$ cat config.mk
export PLATFORM = sky130hd
export DESIGN_NAME = tqvp_dlmiles_i2c_fifo_ng
export DESIGN_NICKNAME = d
export VERILOG_FILES = /design/src/rtl/tqvp_dlmiles_i2c_fifo_ng.sv
export SDC_FILE = /design/constraint.sdc
export NUM_CORES = 1
export LEC_CHECK = 0
export CORE_MARGIN = 10
export CORE_UTILIZATION = 40
export CTS_BUF_LIST = sky130_fd_sc_hd__clkbuf_2 sky130_fd_sc_hd__clkbuf_4 sky130_fd_sc_hd__clkbuf_8
export CTS_CLUSTER_SIZE = 40
export DETAILED_ROUTE_END_ITERATION = 8
export GPL_ROUTABILITY_DRIVEN = 0
export GPL_TIMING_DRIVEN = 1
export RECOVER_POWER = 100
export SLEW_MARGIN = 20
export SYNTH_ARGS = -nofsm -noshare
export SYNTH_HDL_FRONTEND = slang
export SYNTH_SLANG_ARGS = --single-unit
$ cat constraint.sdc
create_clock -name clk -period 3 [get_ports clk]
set_input_delay 0.6 -clock clk [delete_from_list [all_inputs] [get_ports clk]]
set_output_delay 0.6 -clock clk [all_outputs]
set_load 0.02 [all_outputs]
$ cat src/rtl/tqvp_dlmiles_i2c_fifo_ng.sv
// TX/RX byte FIFO pair between the CPU DATA/STAT registers and the I2C bit FSM.
// Circular buffers with natural-wrap pointers, a level counter per side,
// sticky overrun flags and registered watermark strobes.
module tqvp_dlmiles_i2c_fifo_ng #(
  parameter  int TX_W     = 9,
  parameter  int RX_W     = 8,
  parameter  int TX_DEPTH = 4,
  parameter  int RX_DEPTH = 4,
  localparam int TX_LW    = $clog2(TX_DEPTH) + 1,
  localparam int RX_LW    = $clog2(RX_DEPTH) + 1
) (
  input  logic             clk,
  input  logic             rst_n,
  input  logic             tx_flush_i,
  input  logic             rx_flush_i,
  input  logic             ovr_clear_i,
  input  logic [TX_W-1:0]  reg_data_send_i,
  input  logic             reg_data_send_valid_i,
  output logic [TX_W-1:0]  i2c_txd_data_o,
  output logic             i2c_txd_valid_o,
  input  logic             i2c_txd_ready_i,
  input  logic [RX_W-1:0]  i2c_rxd_data_i,
  input  logic             i2c_rxd_valid_i,
  output logic [RX_W:0]    reg_data_recv_o,
  input  logic             stb_data_recv_ready_i,
  input  logic [TX_LW-1:0] tx_thresh_i,
  input  logic [RX_LW-1:0] rx_thresh_i,
  output logic [TX_LW-1:0] tx_level_o,
  output logic [RX_LW-1:0] rx_level_o,
  output logic             st_tx_overrun_o,
  output logic             st_tx_full_o,
  output logic             st_tx_empty_o,
  output logic             st_rx_overrun_o,
  output logic             st_rx_full_o,
  output logic             st_rx_empty_o,
  output logic             stb_tx_lowwater_o,
  output logic             stb_rx_highwater_o
);
  localparam int TX_AW = $clog2(TX_DEPTH);
  localparam int RX_AW = $clog2(RX_DEPTH);
  localparam logic [TX_LW-1:0] TX_FULL_LVL = TX_LW'(TX_DEPTH);
  localparam logic [RX_LW-1:0] RX_FULL_LVL = RX_LW'(RX_DEPTH);

  // Storage is deliberately not reset; level/pointers define what is valid.
  logic [TX_W-1:0] tx_mem_q [TX_DEPTH];
  logic [RX_W-1:0] rx_mem_q [RX_DEPTH];

  logic [TX_AW-1:0] tx_wr_q, tx_wr_d, tx_rd_q, tx_rd_d;
  logic [RX_AW-1:0] rx_wr_q, rx_wr_d, rx_rd_q, rx_rd_d;
  logic [TX_LW-1:0] tx_level_q, tx_level_d;
  logic [RX_LW-1:0] rx_level_q, rx_level_d;
  logic             tx_ovr_q, tx_ovr_d, rx_ovr_q, rx_ovr_d;
  logic             tx_lw_q, tx_lw_d, rx_hw_q, rx_hw_d;
  logic             tx_full, tx_empty, rx_full, rx_empty;
  logic             tx_push, tx_pop, rx_push, rx_pop;

  assign tx_full  = (tx_level_q == TX_FULL_LVL);
  assign tx_empty = (tx_level_q == '0);
  assign rx_full  = (rx_level_q == RX_FULL_LVL);
  assign rx_empty = (rx_level_q == '0);

  // Push/pop decisions use pre-cycle state only; a pop never makes room for
  // a push in the same cycle.
  assign tx_push = reg_data_send_valid_i && !tx_full;
  assign tx_pop  = !tx_empty && i2c_txd_ready_i;
  assign rx_push = i2c_rxd_valid_i && !rx_full;
  assign rx_pop  = stb_data_recv_ready_i && !rx_empty;

  // TX next state: flush dominates; overrun set beats overrun clear.
  always_comb begin
    tx_wr_d    = tx_wr_q;
    tx_rd_d    = tx_rd_q;
    tx_level_d = tx_level_q;
    tx_ovr_d   = tx_ovr_q;
    if (tx_flush_i) begin
      tx_wr_d    = '0;
      tx_rd_d    = '0;
      tx_level_d = '0;
      tx_ovr_d   = 1'b0;
    end else begin
      if (tx_push) tx_wr_d = tx_wr_q + TX_AW'(1);
      if (tx_pop)  tx_rd_d = tx_rd_q + TX_AW'(1);
      if (tx_push && !tx_pop) tx_level_d = tx_level_q + TX_LW'(1);
      if (!tx_push && tx_pop) tx_level_d = tx_level_q - TX_LW'(1);
      tx_ovr_d = (reg_data_send_valid_i && tx_full) || (tx_ovr_q && !ovr_clear_i);
    end
    tx_lw_d = (tx_thresh_i != '0) && (tx_level_q > tx_thresh_i) && (tx_level_d <= tx_thresh_i);
  end

  // RX next state: same rules as TX, high-water crossing detected upward.
  always_comb begin
    rx_wr_d    = rx_wr_q;
    rx_rd_d    = rx_rd_q;
    rx_level_d = rx_level_q;
    rx_ovr_d   = rx_ovr_q;
    if (rx_flush_i) begin
      rx_wr_d    = '0;
      rx_rd_d    = '0;
      rx_level_d = '0;
      rx_ovr_d   = 1'b0;
    end else begin
      if (rx_push) rx_wr_d = rx_wr_q + RX_AW'(1);
      if (rx_pop)  rx_rd_d = rx_rd_q + RX_AW'(1);
      if (rx_push && !rx_pop) rx_level_d = rx_level_q + RX_LW'(1);
      if (!rx_push && rx_pop) rx_level_d = rx_level_q - RX_LW'(1);
      rx_ovr_d = (i2c_rxd_valid_i && rx_full) || (rx_ovr_q && !ovr_clear_i);
    end
    rx_hw_d = (rx_thresh_i != '0) && (rx_level_q < rx_thresh_i) && (rx_level_d >= rx_thresh_i);
  end

  // Control state registers.
  always_ff @(posedge clk or negedge rst_n) begin
    if (!rst_n) begin
      tx_wr_q    <= '0;
      tx_rd_q    <= '0;
      tx_level_q <= '0;
      tx_ovr_q   <= 1'b0;
      tx_lw_q    <= 1'b0;
      rx_wr_q    <= '0;
      rx_rd_q    <= '0;
      rx_level_q <= '0;
      rx_ovr_q   <= 1'b0;
      rx_hw_q    <= 1'b0;
    end else begin
      tx_wr_q    <= tx_wr_d;
      tx_rd_q    <= tx_rd_d;
      tx_level_q <= tx_level_d;
      tx_ovr_q   <= tx_ovr_d;
      tx_lw_q    <= tx_lw_d;
      rx_wr_q    <= rx_wr_d;
      rx_rd_q    <= rx_rd_d;
      rx_level_q <= rx_level_d;
      rx_ovr_q   <= rx_ovr_d;
      rx_hw_q    <= rx_hw_d;
    end
  end

  // Storage writes; a push coincident with a flush is discarded.
  always_ff @(posedge clk) begin
    if (tx_push && !tx_flush_i) tx_mem_q[tx_wr_q] <= reg_data_send_i;
    if (rx_push && !rx_flush_i) rx_mem_q[rx_wr_q] <= i2c_rxd_data_i;
  end

  assign i2c_txd_data_o     = tx_mem_q[tx_rd_q];
  assign i2c_txd_valid_o    = !tx_empty;
  assign reg_data_recv_o    = rx_empty ? {1'b1, {RX_W{1'b0}}} : {1'b0, rx_mem_q[rx_rd_q]};
  assign tx_level_o         = tx_level_q;
  assign rx_level_o         = rx_level_q;
  assign st_tx_overrun_o    = tx_ovr_q;
  assign st_tx_full_o       = tx_full;
  assign st_tx_empty_o      = tx_empty;
  assign st_rx_overrun_o    = rx_ovr_q;
  assign st_rx_full_o       = rx_full;
  assign st_rx_empty_o      = rx_empty;
  assign stb_tx_lowwater_o  = tx_lw_q;
  assign stb_rx_highwater_o = rx_hw_q;
endmodule

---- Word-level counts from Yosys, hierarchy flattened ----
Memory sizes are Yosys's and may differ from the RTL's.
Cells that the tools add are included.
operators by class
  order comparisons ....................... 4
  multiplexer cells ....................... 21
  eq/ne operators ......................... 2
  add/subtract/negate cells ............... 8
  reductions and logical operators ........ 39
operators by type and width
  operator                                                            count
  1-bit logical AND                                                   18
  3-bit 2-to-1 mux                                                    6
  2-bit 2-to-1 mux                                                    8
  1-bit logical NOT                                                   11
  9-bit 2-to-1 mux                                                    1
  2-bit by 1-bit adder with 2-bit output, second input constant       4
  2-bit nonzero test                                                  4
  3-bit by 1-bit adder with 3-bit output, second input constant       2
  3-bit equality test, second input constant                          2
  3-bit logical NOT                                                   2
  1-bit 2-to-1 mux                                                    6
  3-bit nonzero test                                                  2
  3-bit by 1-bit subtractor with 3-bit output, second input constant  2
  3-bit greater-or-equal comparator                                   1
  3-bit greater-than comparator                                       1
  3-bit less-or-equal comparator                                      1
  3-bit < comparator                                                  1
  1-bit logical OR                                                    2
word-level totals
  memory bits (writable) .................. 68
  logic and storage cells ................. 86
  output and inout bits ................... 33
  memories kept ........................... 2
  register bits ........................... 18
memories
  memory    words  width  rd ports  clocked after memory_dff  write ports  line  RTL
  tx_mem_q  4      9      1         0                         1            45    logic [TX_W-1:0] tx_mem_q [TX_DEPTH];
  rx_mem_q  4      8      1         0                         1            46    logic [RX_W-1:0] rx_mem_q [RX_DEPTH];

---- Depth between registers and ports, before layout ----
Gate-level depths: netlist (run 1).
  depth in word-level cells ............... 10
  mapped depth ............................ 12
  mapped depth without buffers ............ 12

---- Worst setup path after synthesis (run 1) ----
No wires, ideal clock.
  kind .................................... flip-flop to flip-flop
  start point ............................. register tx_level_q[0] (netlist: tx_level_o[0])
  end point ............................... register tx_lw_q (netlist: stb_tx_lowwater_o)
  cell stages (with the launch flop) ...... 13
  slack ................................... 529 ps
  arrival ................................. 2385 ps
  clock period less this slack ............ 2471 ps
  buffers on the path ..................... 0
  cell sequence ........................... dfrtp_1 -> inv_1 -> ha_1 -> nand2b_2 -> inv_2 -> nor3_2 -> a211oi_1 -> a311oi_1 -> ha_1 -> nor2b_1 -> o21ai_0 -> a32oi_1 -> nor3_1
on the way
  word-level cells in the longest chain between the ends .. 10
  elaborated cells between the ends (all ways) .. 19
  those cells by class .................... add/sub: 2; order compare: 2; eq/ne: 1; mux: 3; reduce/logical: 11
RTL lines
  what                              line  RTL
  from (decl)                       50    logic [TX_LW-1:0] tx_level_q, tx_level_d;
  from (signal assigned)            127   tx_level_q <= tx_level_d;
  3-bit logical NOT *               58    assign tx_empty = (tx_level_q == '0);
  1-bit logical NOT *               -
  net i2c_txd_valid_o               20    output logic i2c_txd_valid_o,
  1-bit logical AND *               65    assign tx_pop = !tx_empty && i2c_txd_ready_i;
  1-bit logical NOT                 83    if (tx_push && !tx_pop) tx_level_d = tx_level_q + TX_LW'(1);
  1-bit logical AND                 83
  3-bit 2-to-1 mux                  83
  3-bit 2-to-1 mux *                84    if (!tx_push && tx_pop) tx_level_d = tx_level_q - TX_LW'(1);
  3-bit 2-to-1 mux *                75    if (tx_flush_i) begin
  net tx_level_d[1]                 50
  3-bit less-or-equal comparator *  87    tx_lw_d = (tx_thresh_i != '0) && (tx_level_q > tx_thresh_i) && (tx_level_d <= tx_thresh_i);
  1-bit logical AND *               87
  net tx_lw_d                       53    logic tx_lw_q, tx_lw_d, rx_hw_q, rx_hw_d;
  to (signal assigned)              129   tx_lw_q <= tx_lw_d;
  to (decl)                         53
The timed path passes the listed nets; every way through them passes the cells marked *.
A chain may end at the register's enable or synchronous reset.

---- Worst setup path in the final report (run 1) ----
  start point ............................. register rx_level_q[0] (netlist: rx_level_o[0])
  end point ............................... output port st_rx_empty_o
on the way
  word-level cells in the longest chain between the ends .. 1
RTL lines
  what                    line  RTL
  from (decl)             51    logic [RX_LW-1:0] rx_level_q, rx_level_d;
  from (signal assigned)  132   rx_level_q <= rx_level_d;
  3-bit logical NOT       60    assign rx_empty = (rx_level_q == '0);
  to (decl)               35    output logic st_rx_empty_o,
Every way passes these cells.

==> results by group, run 1 <==
Global routing
  – Number of global-route vias before repair: about 2400
  – Wire length of the first global-routing pass: about 12000 um
  – Number of antenna violations at the first check in global routing: 0
  – Maximum number of pins on one net before global-route repair: 19
  – Overflow after GRT: 0
  – GRT Util Overall: 10.8%

Clock tree
  – H-tree level count: 3
  – Number of setup buffers added after CTS: 0
  – Clock Path Buffers: 2
  – Clock latency at the later pin of the worst-skew pair: approximately 0.35 ns
  – CTS Root Buffer Type: sky130_fd_sc_hd__clkbuf_8
  – # hold bufs at CTS: 0
  – Count of cells resized by post-cts repair: 0
  – Number of buffers inserted during clock tree synthesis: 9
  – CTS tree: done
  – Clock Sinks: between 80 and 90
  – Clock edge transition at the registers on the reported setup and hold paths: approximately 0.09 ns

Yosys
  – Number of unique standard cell types used by synthesis: 43
  – Synthesized instance count: approximately 250
  – Synthesized netlist net count: 309
  – Leading cell types by total area after synthesis: sky130_fd_sc_hd__edfxtp_1 52%, sky130_fd_sc_hd__dfrtp_1 11%, sky130_fd_sc_hd__mux4_2 9.8%
  – Avg Cell Area, Syn: about 16 um2
  – Synthesized area: between 3000 and 4000 um2
  – Asr flop ratio synth: between 20% and 30%
  – Most area-hungry cell type in the Yosys netlist: sky130_fd_sc_hd__edfxtp_1
  – Sequential element share of the synthesized area: 63.5%
  – Top FF cell, synth: sky130_fd_sc_hd__edfxtp_1
  – Number of flops mapped to enable cells by yosys: 68
  – Post-synthesis register bit count: 86
  – Top cell type's share of synthesized area: 52.0%
  – YS warnings: 0

Routing
  – Final Routed Wirelength: around 7500 um
  – Final routed DRC violation total: 0
  – Initial DRC Count: approximately 140
  – Ratio of routed vias to standard cells: 4.82
  – Average wire per standard cell: ~16 um
  – Total number of vias: 2220
  – Pre-antenna DRT Iters: 4
  – Post-route antenna net violation count: 0

Pwr
  – Share of total power in combinational logic: between 40% and 50%
  – Worst ir drop on vdd: 354 uV
  – Net Sw Frac: about a third
  – Switching power: 1.31 mW
  – Internal power contribution: 2.44 mW
  – Total power: ~3.8 mW
  – Leakage dissipation: 1.82 nW
  – Power density normalized to cell area: around 770 nW/um2
  – Portion of total power attributed to the clock network: about 20%
  – Fraction of power consumed by sequential logic: 40.0%

Timing
  – Hold Worst Slack: 0.559 ns
  – Final setup TNS: 0 ns
  – Worst clock skew: about 0.01 ns
  – Final worst-path cycle share: a little over nine tenths
  – Setup-violating endpoint count in the final report: 0
  – Relative slew slack: a little over two fifths
  – RSZ-0062 raised after global routing: no
  – Min cycle time layout: roughly 2.8 ns
  – Worst-Margin Slew: ~0.87 ns
  – Max-slew violation count: 0
  – Number of hold violations in the final report: 0
  – Max Fclk: between 300 and 400 MHz

Finish
  – Number of antenna diodes: 0
  – Final net count: 380
  – Area Overhead vs Synth: 24.5%
  – Number of filler cells placed in the layout: between 800 and 900
  – Share of cells above drive strength 1: 13.7%

Floorplan
  – Horizontal die dimension: about 120 um
  – Die Y: between 100 and 150 um
  – Initial core utilization: 40.5%
  – Core Box Area: 9680 um2
  – Total I/O pin count: 65
  – Die area: 14200 um2
  – Row Count: 36

Placed design
  – Detailed Place HPWL: ~5400 um
  – Port bufs: 64

Flow run
  – Total of max-cap violations: 0

Critical path
  – Stage delay of the slowest cell on the critical path: approximately 0.61 ns
  – Category of the worst setup path capture point: output port
  – Worst endpoint data arrival time: between 2 and 2.5 ns
  – Critical-path maximum fanout: 9
  – Crit start category: flip-flop
  – WP buf/inv: 4
  – Required time of the worst setup path: around 2.4 ns
  – Start-to-end type of the worst setup path: flip-flop to output port
  – Chain of cells forming the critical path: inv_1 -> ha_1 -> nand2b_1 -> buf_4 -> inv_2 -> clkdlybuf4s50_1
  – Dominant delay contributor by cell family on the critical path: buffers and inverters
  – Slowest cell on crit path: sky130_fd_sc_hd__clkdlybuf4s50_1

Min path
  – Hold Path Class: flip-flop to flip-flop

Outcome
  – Result of the run: finished, final reports clean
[path summary, 6_finish.rpt]
kind                       slack [ns]  cells past startpoint             from                 to
max                              0.19                      6    rx_level_o[0]      st_rx_empty_o
min                              0.56                      2  st_tx_overrun_o    st_tx_overrun_o
max reg2reg                      0.42                     11    tx_level_o[1]  stb_tx_lowwater_o
min reg2reg                      0.56                      2  st_tx_overrun_o    st_tx_overrun_o
max in group asynchronous        1.65                      1            rst_n    st_rx_overrun_o
min in group asynchronous        0.81                      1            rst_n      tx_level_o[0]
[cell usage in the layout, fill, tap and decap left out, types with 6 or more instances in the layout]
master / synthesis / layout
sky130_fd_sc_hd__clkdlybuf4s50_1: 0 / 32
sky130_fd_sc_hd__ha_1: 25 / 25
sky130_fd_sc_hd__and2_0: 0 / 13
sky130_fd_sc_hd__dfrtp_1: 18 / 18
sky130_fd_sc_hd__edfxtp_1: 68 / 68
sky130_fd_sc_hd__mux4_2: 17 / 17
sky130_fd_sc_hd__a21oi_1: 6 / 6
sky130_fd_sc_hd__clkbuf_8: 0 / 9
sky130_fd_sc_hd__nor2_1: 15 / 15
sky130_fd_sc_hd__nand2_1: 6 / 6
sky130_fd_sc_hd__dlygate4sd3_1: 0 / 32
sky130_fd_sc_hd__inv_1: 17 / 18
[per-layer routing]
| layer | vias up | GRT usage [%] | share of wire (%) |
|---|---|---|---|
| met3 | 6 | 3.54 | 5.0 |
| met2 | 46 | 16.8 | 48 |
| met4 | 0 | 4.73 | 1.3 |
| met1 | 1091 | 13.5 | 45 |
| met5 | - | 0 | 0 |
| li1 | 1077 | - | - |
[worst register-to-register path, delay by kind of cell, from the launching register on]
kind / cells / cell delay [ns]
compound gates: 6 / 1.13
fa+ha+maj: 2 / 0.57
flops: 1 / 0.46
simple gates: 2 / 0.27
buf+inv: 1 / 0.09
[synth_stat cells, types with 3 or more instances]
master	count
sky130_fd_sc_hd__xor2_1	4
sky130_fd_sc_hd__ha_1	25
sky130_fd_sc_hd__dfrtp_1	18
sky130_fd_sc_hd__and2_1	18
sky130_fd_sc_hd__nand2b_1	3
sky130_fd_sc_hd__a21o_1	3
sky130_fd_sc_hd__a21oi_1	6
sky130_fd_sc_hd__inv_1	17
sky130_fd_sc_hd__a22oi_1	3
sky130_fd_sc_hd__nand2_1	6
sky130_fd_sc_hd__xnor2_1	5
sky130_fd_sc_hd__nand3_1	3
sky130_fd_sc_hd__clkbuf_1	3
sky130_fd_sc_hd__nor2_1	15
sky130_fd_sc_hd__edfxtp_1	68
sky130_fd_sc_hd__o21ai_0	3
sky130_fd_sc_hd__mux4_2	17
sky130_fd_sc_hd__nor3_1	3
[metrics by stage]
stage               setup slack (ns)  instance area (um2)  cells  utilization (%)
floorplan                      0.529                 3930    252                -
global placement               0.245                 4720    445             48.7
detailed placement             0.140                 4720    445             48.7
CTS                            0.117                 4900    461             50.6
global route                  0.0201                 4890    461             50.5
finish                         0.190                 4890    461             50.5
[sequential cells by signal, summed over array words and instances, names as in the netlist]
signal / flops
rx_mem_q: 32
tx_mem_q: 36
stb_rx_highwater_o: 1
tx_rd_q: 2
tx_level_o: 3
st_tx_overrun_o: 1
tx_wr_q: 2
rx_level_o: 3
rx_rd_q: 2
stb_tx_lowwater_o: 1
rx_wr_q: 2
st_rx_overrun_o: 1
[final cells by class]
class / instances / area (um2) / area share [%]
inverters: 19 / 71.3 / 1.46
clock inverters: 7 / 53.8 / 1.10
flip-flops and latches: 86 / 2490 / 51.0
repair buffers: 68 / 668 / 13.7
well taps: 133 / 166 / 3.40
clock buffers: 9 / 124 / 2.53
multi-input cells: 139 / 1310 / 26.9
[kinds of logic (layout without fill, tap and decap cells)]
kind of cell,Yosys count,in the layout,share of synthesized area (%)
flops,86,86,63.5
simple gates,55,55,7.52
compound gates,30,30,5.51
buf+inv,27,103,2.93
fa+ha+maj,25,25,7.97
mux,20,20,10.6
xor+xnor,9,9,2.01
[power by group through the flow]
| stage | logic [mW] | registers [mW] | clock network (mW) |
|---|---|---|---|
| final | 1.52 | 1.50 | 0.733 |
| after global placement | 1.58 | 1.53 | 0 |
| after global routing | 1.68 | 1.52 | 0.808 |
| after detailed placement | 1.59 | 1.53 | 0 |
| after floorplan | 0.963 | 1.55 | 0 |
| after CTS | 1.60 | 1.51 | 0.758 |
Note: power is estimated with default switching activity, not from simulation.
==> inputs of run 2 (changes only) <==
Settings changed: CORE_UTILIZATION 40 to 55, PLACE_DENSITY set to 0.82, RECOVER_POWER 100 to 50.
==> results by group, run 2 (synthesis gave the netlist of run 1 again) <==
Clock tree
  – Clock Sinks: 86 (unchanged)
  – Number of setup buffers added after CTS: 0 (unchanged)
  – Number of buffers inserted during clock tree synthesis: 9 (unchanged)
  – CTS Root Buffer Type: sky130_fd_sc_hd__clkbuf_8
  – Clock edge transition at the registers on the reported setup and hold paths: 0.09 ns (about the same)
  – Clock Path Buffers: 2 (unchanged)
  – H-tree level count: 3 (unchanged)
  – Clock latency at the later pin of the worst-skew pair: 0.35 ns (about the same)
  – CTS tree: done

Finish
  – Number of antenna diodes: 0 (unchanged)
  – Register with the most flip-flops: tx_mem_q
  – Largest regs: tx_mem_q (36), rx_mem_q (32)
  – Area Overhead vs Synth: 24.9%
  – Final Instance Area: 4900 um2 (+0.26%)
  – Flip-flop count of the largest register, all copies and words added: 36 (unchanged)
  – Share of cells above drive strength 1: 14.6% (+0.87 points)
  – Commonest non-fill, non-tap cells in the layout: 68 x sky130_fd_sc_hd__edfxtp_1, 45 x sky130_fd_sc_hd__clkdlybuf4s50_1, 25 x sky130_fd_sc_hd__ha_1
  – Final net count: 381 (+0.26%)
  – Most common library cell in the layout ignoring fill and taps: sky130_fd_sc_hd__edfxtp_1

Critical path
  – Stage delay of the slowest cell on the critical path: 0.60 ns (about the same)
  – Slowest cell on crit path: sky130_fd_sc_hd__clkdlybuf4s50_1
  – Required time of the worst setup path: 2.40 ns (about the same)
  – Crit start category: flip-flop
  – Chain of cells forming the critical path: inv_1 -> ha_1 -> nand2b_1 -> buf_4 -> and2_1 -> clkdlybuf4s50_1
  – Worst endpoint data arrival time: 2.23 ns (+0.02 ns)
  – Critical-path maximum fanout: 9 (unchanged)
  – Category of the worst setup path capture point: output port
  – Start-to-end type of the worst setup path: flip-flop to output port

Floorplan
  – Total I/O pin count: 65 (unchanged)
  – Die Y: 104 um (-12%)
  – Core Box Area: 6870 um2 (-29%)
  – Initial core utilization: 57.2% (+17 points)
  – Row Count: 30 (-17%)
  – Horizontal die dimension: 104 um (-12%)
  – Die area: 10900 um2 (-23%)

Timing
  – Setup ws final: 0.175 ns (-0.0154 ns)
  – Final worst-path cycle share: 94.2% (+0.51 points)
  – Worst clock skew: 0.0106 ns (+0.000640 ns)
  – Max-slew violation count: 0 (unchanged)
  – Min cycle time layout: 2.83 ns (+0.0154 ns)
  – Final setup TNS: 0 ns (unchanged)
  – Number of hold violations in the final report: 0 (unchanged)
  – Max Fclk: 354 MHz (-0.55%)
  – Setup-violating endpoint count in the final report: 0 (unchanged)
  – Worst-Margin Slew: 0.884 ns (+0.0122 ns)
  – Relative slew slack: 40.9% (-0.81 points)
  – RSZ-0062 raised after global routing: no

Flow run
  – Total of max-cap violations: 0 (unchanged)

Pwr
  – Switching power: 1.31 mW (+0.30%)
  – Total power: 3.97 mW (+5.6%)
  – Portion of total power attributed to the clock network: 22.6% (+3.1 points)
  – Share of total power in combinational logic: 38.6% (-1.9 points)
  – Worst ir drop on vdd: 579 uV (+63%)
  – Net Sw Frac: 33.1% (-1.8 points)
  – Internal power contribution: 2.65 mW (+8.5%)
  – Power density normalized to cell area: 809 nW/um2 (+5.4%)
  – Fraction of power consumed by sequential logic: 38.7% (-1.3 points)
  – Leakage dissipation: 1.82 nW (+0.29%)

Routing
  – Post-route antenna net violation count: 0 (unchanged)
  – Average wire per standard cell: 17.0 um (+4.7%)
  – Total number of vias: 2231 (+0.50%)
  – Ratio of routed vias to standard cells: 5.25 (+9.0%)
  – Initial DRC Count: 60 (-57%)
  – Final routed DRC violation total: 0 (unchanged)
  – Final Routed Wirelength: 7230 um (-3.5%)
  – Pre-antenna DRT Iters: 4 (unchanged)

Outcome
  – Result of the run: finished, final reports clean

Min path
  – Hold Path Class: flip-flop to flip-flop

Placed design
  – Post-Place Worst Slack: 0.190 ns (+0.0502 ns)
  – Area post-placement: 4680 um2 (-0.82%)
  – Detailed Place HPWL: 5390 um (-1.0%)
  – Port bufs: 64 (unchanged)

Global routing
  – Maximum number of pins on one net before global-route repair: 19 (unchanged)
  – Overflow after GRT: 0 (unchanged)
  – Wire length of the first global-routing pass: 11900 um (-2.4%)
  – Number of global-route vias before repair: 2371 (-0.84%)
  – GRT Util Overall: 13.6% (+2.7 points)
  – Number of antenna violations at the first check in global routing: 1 (+1)
-- run 2: cell count changes in the layout (fill, tap and decap cells not counted), moves of 2 or more --
| cell | before | now |
|---|---|---|
| sky130_fd_sc_hd__bufinv_16 | 0 | 2 |
| sky130_fd_sc_hd__dlygate4sd3_1 | 32 | 19 |
| sky130_fd_sc_hd__and2_1 | 5 | 17 |
| sky130_fd_sc_hd__and2_0 | 13 | 1 |
| sky130_fd_sc_hd__clkdlybuf4s50_1 | 32 | 45 |
-- run 2: metrics by stage --
step / hold WS (ns) / utilization (%) / instances
after floorplan: 0.304 / - / 252
after global placement: 0.528 / 68.1 / 409
final: 0.546 / 71.4 / 425
after detailed placement: 0.537 / 68.1 / 409
after CTS: 0.556 / 71.5 / 425
after global routing: 0.595 / 71.4 / 425
-- run 2: path summary, 6_finish.rpt --
| check | end | depth (start not counted) | slack [ns] | start |
|---|---|---|---|---|
| max | reg_data_recv_o[5] | 6 | 0.17 | rx_level_o[1] |
| min | st_rx_overrun_o | 2 | 0.55 | st_rx_overrun_o |
| max reg2reg | stb_rx_highwater_o | 9 | 0.35 | rx_level_o[1] |
| min reg2reg | st_rx_overrun_o | 2 | 0.55 | st_rx_overrun_o |
| max in group asynchronous | rx_rd_q[0] | 1 | 1.58 | rst_n |
| min in group asynchronous | tx_level_o[2] | 1 | 0.82 | rst_n |
-- run 2: what timing repair did --
action	4_1_cts	5_1_grt
gates resized for setup	0	1
setup endpoints to repair	0	8
hold buffers	0	0
-- run 2: area by class of cell --
class	count	area, um2
inverter	19	71.3
fill	471	1970
clock inverter	7	104
sequential	86	2490
timing repair buffer	69	674
multi-input combinational	139	1320
tap	96	120
clock buffer	9	124
-- run 2: worst max-delay path, delay by kind of cell, from the launching register on --
kind	cells	cell delay [ns]
adders and majority gates	1	0.24
buffers and inverters	3	0.89
DFF	1	0.47
and+or+nand+nor	2	0.28
-- run 2: power by group through the flow --
stage               combinational, mW  sequential [mW]  clock, mW
floorplan                       0.963             1.55          0
global placement                 1.53             1.56          0
detailed placement               1.56             1.56          0
CTS                              1.57             1.54      0.917
global route                     1.69             1.56      0.968
finish                           1.53             1.54      0.898
-- run 2: metal layers --
layer	GRT usage, %	part of all wire, %
met1	16.5	44
met2	21.3	47
met3	5.89	7.6
met4	3.98	1.5
met5	0	0.097
